==> config.mk <==
export PLATFORM = sky130hd
export DESIGN_NAME = gbdt_argmax_ctrl
export DESIGN_NICKNAME = d
export VERILOG_FILES = /design/src/rtl/gbdt_argmax_ctrl.sv
export SDC_FILE = /design/constraint.sdc
export NUM_CORES = 1
export LEC_CHECK = 0
export BUFFER_PORTS_ARGS = -buffer_cell sky130_fd_sc_hd__buf_4
export CORE_ASPECT_RATIO = 0.5
export CORE_MARGIN = 3
export CORE_UTILIZATION = 48
export DETAILED_ROUTE_END_ITERATION = 16
export PLACE_DENSITY = 0.84
export SETUP_SLACK_MARGIN = 0.4
export SYNTH_ARGS = -nofsm -noshare
export SYNTH_HDL_FRONTEND = slang
export SYNTH_SLANG_ARGS = --single-unit
export TNS_END_PERCENT = 50
==> constraint.sdc <==
create_clock -name gbdt_clk -period 2.55 [get_ports gbdt_clk]
set_clock_uncertainty 0.2 [all_clocks]
set_input_delay 0.1275 -clock gbdt_clk [delete_from_list [all_inputs] [get_ports gbdt_clk]]
set_output_delay 0.1275 -clock gbdt_clk [all_outputs]
set_load 0.02 [all_outputs]
==> src/rtl/gbdt_argmax_ctrl.sv <==
// Argmax sequencer: walks up to four 8-class score groups through the max_result comparator.
// Optional RUN watchdog: define GBDT_ARGMAX_TIMEOUT_EN.
module gbdt_argmax_ctrl #(
    parameter int TIMEOUT_CYC = 16
) (
    input  logic        gbdt_clk,
    input  logic        gbdt_rst_n,
    input  logic        start,
    input  logic [1:0]  num_grp_m1,
    input  logic        flush,
    output logic        grp_req,
    output logic [1:0]  grp_idx,
    input  logic        grp_valid,
    output logic        grp_ack,
    output logic        max_enable,
    output logic [1:0]  round,
    output logic [31:0] old_max_result,
    output logic [4:0]  old_max_class,
    input  logic        max_done,
    input  logic [31:0] new_max_result,
    input  logic [4:0]  new_max_class,
    output logic        busy,
    output logic        done,
    output logic [4:0]  class_out,
    output logic [31:0] score_out,
    output logic        err
);

`ifdef GBDT_ARGMAX_TIMEOUT_EN
    typedef enum logic [2:0] {S_IDLE, S_REQ, S_RUN, S_SETTLE, S_DONE, S_TOUT} state_t;
`else
    typedef enum logic [2:0] {S_IDLE, S_REQ, S_RUN, S_SETTLE, S_DONE} state_t;
`endif

    state_t     state, next_state;
    logic [1:0] num_grp;
    logic       cmp_hit;

    assign round   = grp_idx;
    assign cmp_hit = (state == S_RUN) && max_done && !flush;

`ifdef GBDT_ARGMAX_TIMEOUT_EN
    localparam int CW = $clog2(TIMEOUT_CYC) + 1;
    logic [CW-1:0] tmo_cnt;
    logic          tout_seen;
    logic          tmo_hit;

    assign tmo_hit = (int'(tmo_cnt) == TIMEOUT_CYC - 1);

    always_ff @(posedge gbdt_clk or negedge gbdt_rst_n) begin
        if (!gbdt_rst_n) begin
            tmo_cnt   <= '0;
            tout_seen <= 1'b0;
            err       <= 1'b0;
        end else begin
            if (state != S_RUN) tmo_cnt <= '0;
            else                tmo_cnt <= tmo_cnt + 1'b1;
            // Remembers that the SETTLE in flight came from a timeout, so it exits to IDLE.
            if (next_state == S_TOUT)      tout_seen <= 1'b1;
            else if (next_state == S_IDLE) tout_seen <= 1'b0;
            err <= (next_state == S_TOUT);
        end
    end
`else
    localparam int unused_timeout_cyc = TIMEOUT_CYC;
    assign err = 1'b0;
`endif

    always_comb begin
        next_state = state;
        case (state)
            S_IDLE:   if (start) next_state = S_REQ;
            S_REQ:    if (grp_valid) next_state = S_RUN;
            S_RUN: begin
                if (max_done)
                    next_state = (grp_idx == num_grp) ? S_DONE : S_SETTLE;
`ifdef GBDT_ARGMAX_TIMEOUT_EN
                else if (tmo_hit)
                    next_state = S_TOUT;
`endif
            end
`ifdef GBDT_ARGMAX_TIMEOUT_EN
            S_SETTLE: next_state = tout_seen ? S_IDLE : S_REQ;
            S_TOUT:   next_state = S_SETTLE;
`else
            S_SETTLE: next_state = S_REQ;
`endif
            S_DONE:   next_state = S_IDLE;
            default:  next_state = S_IDLE;
        endcase
        if (flush) next_state = S_IDLE;
    end

    // Every output is a flop loaded from the next-state decode.
    always_ff @(posedge gbdt_clk or negedge gbdt_rst_n) begin
        if (!gbdt_rst_n) begin
            state          <= S_IDLE;
            num_grp        <= '0;
            grp_idx        <= '0;
            grp_req        <= 1'b0;
            grp_ack        <= 1'b0;
            max_enable     <= 1'b0;
            busy           <= 1'b0;
            done           <= 1'b0;
            old_max_result <= '0;
            old_max_class  <= '0;
            class_out      <= '0;
            score_out      <= '0;
        end else begin
            state      <= next_state;
            grp_req    <= (next_state == S_REQ);
            max_enable <= (next_state == S_RUN);
            busy       <= (next_state != S_IDLE);
            done       <= (next_state == S_DONE);
            grp_ack    <= cmp_hit;
            if (state == S_IDLE && start && !flush) begin
                num_grp        <= num_grp_m1;
                grp_idx        <= '0;
                old_max_result <= '0;
                old_max_class  <= '0;
            end
            if (cmp_hit) begin
                old_max_result <= new_max_result;
                old_max_class  <= new_max_class;
                if (next_state == S_SETTLE) grp_idx <= grp_idx + 2'd1;
                // Result goes straight from the comparator so it lines up with done.
                if (next_state == S_DONE) begin
                    class_out <= new_max_class;
                    score_out <= new_max_result;
                end
            end
        end
    end

endmodule

==> flow_metrics.py <==
metrics = {
    "run_status": {
        "status": "finished, final reports clean",
    },
    "floorplanning": {
        "die_x_um": 124,
        "die_area_um2": 8070,
        "num_io_pins": 129,
        "start_util": 0.522,
        "die_h_um": 65.0,
        "core_um2": 6410,
        "rows": 20,
    },
    "yosys": {
        "synth.area.top_cells": "dfrtp_1 64%, a22o_1 9.7%, mux2_4 8.5%",
        "yosysSeqAreaShare": 0.643,
        "async_flop_share": 1.00,
        "synth.largest_area_cell": "dfrtp_1",
        "synth_warnings": 0,
        "netlist_area_um2": 3350,
        "synth_ff_type": "dfrtp_1",
        "syn_nets": 257,
        "syn_inst": 212,
        "synth_cell_types": 28,
        "synth.top_cell.area_share": 0.643,
        "synth_edf_count": 0,
        "syn_area_per_cell_um2": 15.8,
        "ys_seq_elements": 86,
    },
    "finish": {
        "finalInstanceArea_um2": 5150,
        "mostFrequentLayoutCells": "131 x buf_4, 86 x dfrtp_1, 47 x dlygate4sd3_1, 37 x a22o_1, 20 x mux2_2",
        "area_growth_pct": 53.9,
        "multi_input_area_um2": 1040,
        "layout.nets": 433,
        "drive_above_1_share": 0.491,
        "regArea_um2": 2150,
        "fin_util": 0.804,
        "final_common_cell": "buf_4",
        "instances_no_fill": 479,
        "fillers": 337,
        "antenna_cells": 0,
    },
    "detailed_routing": {
        "drt_wl_total_um": 9400,
        "vias": 2618,
        "drt_first_pass_iters": 4,
        "drc": 0,
        "initialDrtViolationCount": 197,
        "wire_per_inst_um": 19.6,
        "post_drt_via_cell_ratio": 5.47,
        "ant_nets": 0,
    },
    "critical_path": {
        "crit_type": "flip-flop to flip-flop",
        "worstPathArrival_ns": 2.18,
        "ff2ff_setup_slack_ns": 0.39,
        "cp_max_fo": 31,
        "rr_startpoint": "state[1]$_DFF_PN0_",
        "worstReg2RegEnd": "old_max_result[31]$_DFFE_PN0P_",
        "required_ns": 2.57,
        "reg2reg_depth": 5,
        "critPathLaunchType": "flip-flop",
        "end_kind": "flip-flop",
    },
    "worst_hold_path": {
        "whs_endpoint": "done$_DFF_PN0_",
        "holdPathStages": 4,
        "hp-class": "input pin to flip-flop",
        "hold_path.startpoint": "flush",
    },
    "timing": {
        "timing.final.crit_share": 0.845,
        "period_needed_ns": 2.16,
        "worstMarginPinSlew_ns": 1.05,
        "rsz0062_at_grt": "true",
        "relSlewSlack": 0.298,
        "final.setup.tns_ns": 0,
        "fmax_mhz": 464,
        "hold_viol": 0,
        "setup_viol": 0,
        "drv_slew": 0,
    },
    "placed_design": {
        "dp_cells": 416,
        "place_area_um2": 4330,
        "place_congestion": 0.775,
        "portBuffers": 127,
        "post-dp-hpwl_um": 5580,
    },
    "global_route": {
        "grt_pass1_vias": 2878,
        "grt.overflow.total": 0,
        "grt_pass1_wl_um": 15100,
        "grt_max_degree": 87,
        "antenna_found_initial": 0,
        "track_usage": 0.250,
    },
    "run": {
        "cap_viol_max_count": 0,
    },
    "cts": {
        "h-tree-depth": 3,
        "clock_latency_ns": 0.34,
        "cts_tree": "yes",
        "ctsLongestPathBuffers": 2,
        "root_buffer": "clkbuf_16",
        "cts_made_buffers": 9,
        "cts.clk_slew.worst_paths_ns": 0.06,
        "cts.sinks": 86,
    },
    "power_and_ir_drop": {
        "max-vdd-ir-drop_mv": 0.493,
        "p_per_area_nw_per_um2": 814,
        "p_leak_nw": 2.67,
    },
}
critical path, stage by stage, from the launching register on:
cell and delay (ns):
dfrtp_1 0.45, nor2b_2 0.22, a21oi_1 0.08, or4_1 0.62
buf_12 0.26, a22o_1 0.21
routing by layer:
metal  share of wire  wire, um  vias to the layer above  global-route usage
li1                -         -                     1115                   -
met1            0.38      3600                     1350               0.285
met2            0.53      4970                      116               0.446
met3           0.052       490                       37              0.0628
met4           0.036       340                        0               0.112
met5               0         0                        -                   0
metrics by stage:
step	worst slack (ns)	hold WS, ns	power (mW)
2_1_floorplan	0.513	-0.368	2.22
3_3_place_gp	0.443	0.110	2.65
3_5_place_dp	0.393	0.115	2.68
4_1_cts	0.462	0.0973	4.18
5_1_grt	0.394	0.0401	4.35
6_report	0.394	0.0382	4.19
area by class of cell:
| class | count | share of cell area |
|---|---|---|
| clock buffer | 9 | 0.0437 |
| clock inverter | 5 | 0.0194 |
| inverter | 3 | 0.00219 |
| multi-input combinational | 107 | 0.202 |
| sequential | 86 | 0.418 |
| tap | 88 | 0.0214 |
| timing repair buffer | 181 | 0.294 |
cell families (layout without fill, tap and decap cells):
family                 after synthesis  after routing  share of synthesized area
AND/OR/NAND/NOR                     17             17                     0.0295
XOR/XNOR                             2              2                    0.00523
AO/OA/AOI/OAI                       47             47                      0.116
other                                1              1                    0.00112
multiplexers                        40             40                      0.156
flip-flops                          86             86                      0.643
buffers and inverters               19            198                     0.0497
synthesized netlist by cell type (2+ instances only):
cell and count:
nand3_1 2, a21boi_0 3, xor2_1 2, nor2_1 4, dfrtp_1 86, a22o_1 37, inv_1 3, nor2b_1 2
buf_12 2, buf_2 5, buf_4 4, nand2_1 2, nand3b_1 2, buf_6 4, mux2_2 20, mux2_4 19
o21ai_0 4
power by group:
part	switching [mW]	leakage, nW	total [mW]	internal (mW)
combinational	0.507	1.34	1.04	0.537
sequential	0.138	1.17	1.70	1.57
clock	0.502	0.161	1.44	0.942
worst max-delay path by stage:
stage | start | endpoint | slack [ns] | depth (start not counted)
floorplan | grp_idx[0]$_DFF_PN0_ | score_out[16]$_DFFE_PN0P_ | 0.51 | 7
global placement | grp_idx[0]$_DFF_PN0_ | score_out[2]$_DFFE_PN0P_ | 0.44 | 5
detailed placement | grp_idx[1]$_DFF_PN0_ | score_out[1]$_DFFE_PN0P_ | 0.39 | 5
CTS | state[2]$_DFF_PN0_ | score_out[10]$_DFFE_PN0P_ | 0.46 | 5
global route | state[1]$_DFF_PN0_ | old_max_result[1]$_DFFE_PN0P_ | 0.39 | 5
finish | state[1]$_DFF_PN0_ | old_max_result[31]$_DFFE_PN0P_ | 0.39 | 5
state kept, by name, indices dropped and copies added (netlist names):
name and cells:
busy 1, class_out 5, done 1, grp_ack 1, grp_idx 2, grp_req 1, max_enable 1, num_grp 2
old_max_class 5, old_max_result 32, score_out 32, state 3
timing repair:
action,4_1_cts,5_1_grt
pin swaps,1,1
resized for setup,0,3
setup endpoints to repair,31,52
buffers inserted,2,0
hold endpoints to repair,167,0
hold buffers,47,0
Note: power is estimated with default switching activity, not from simulation.
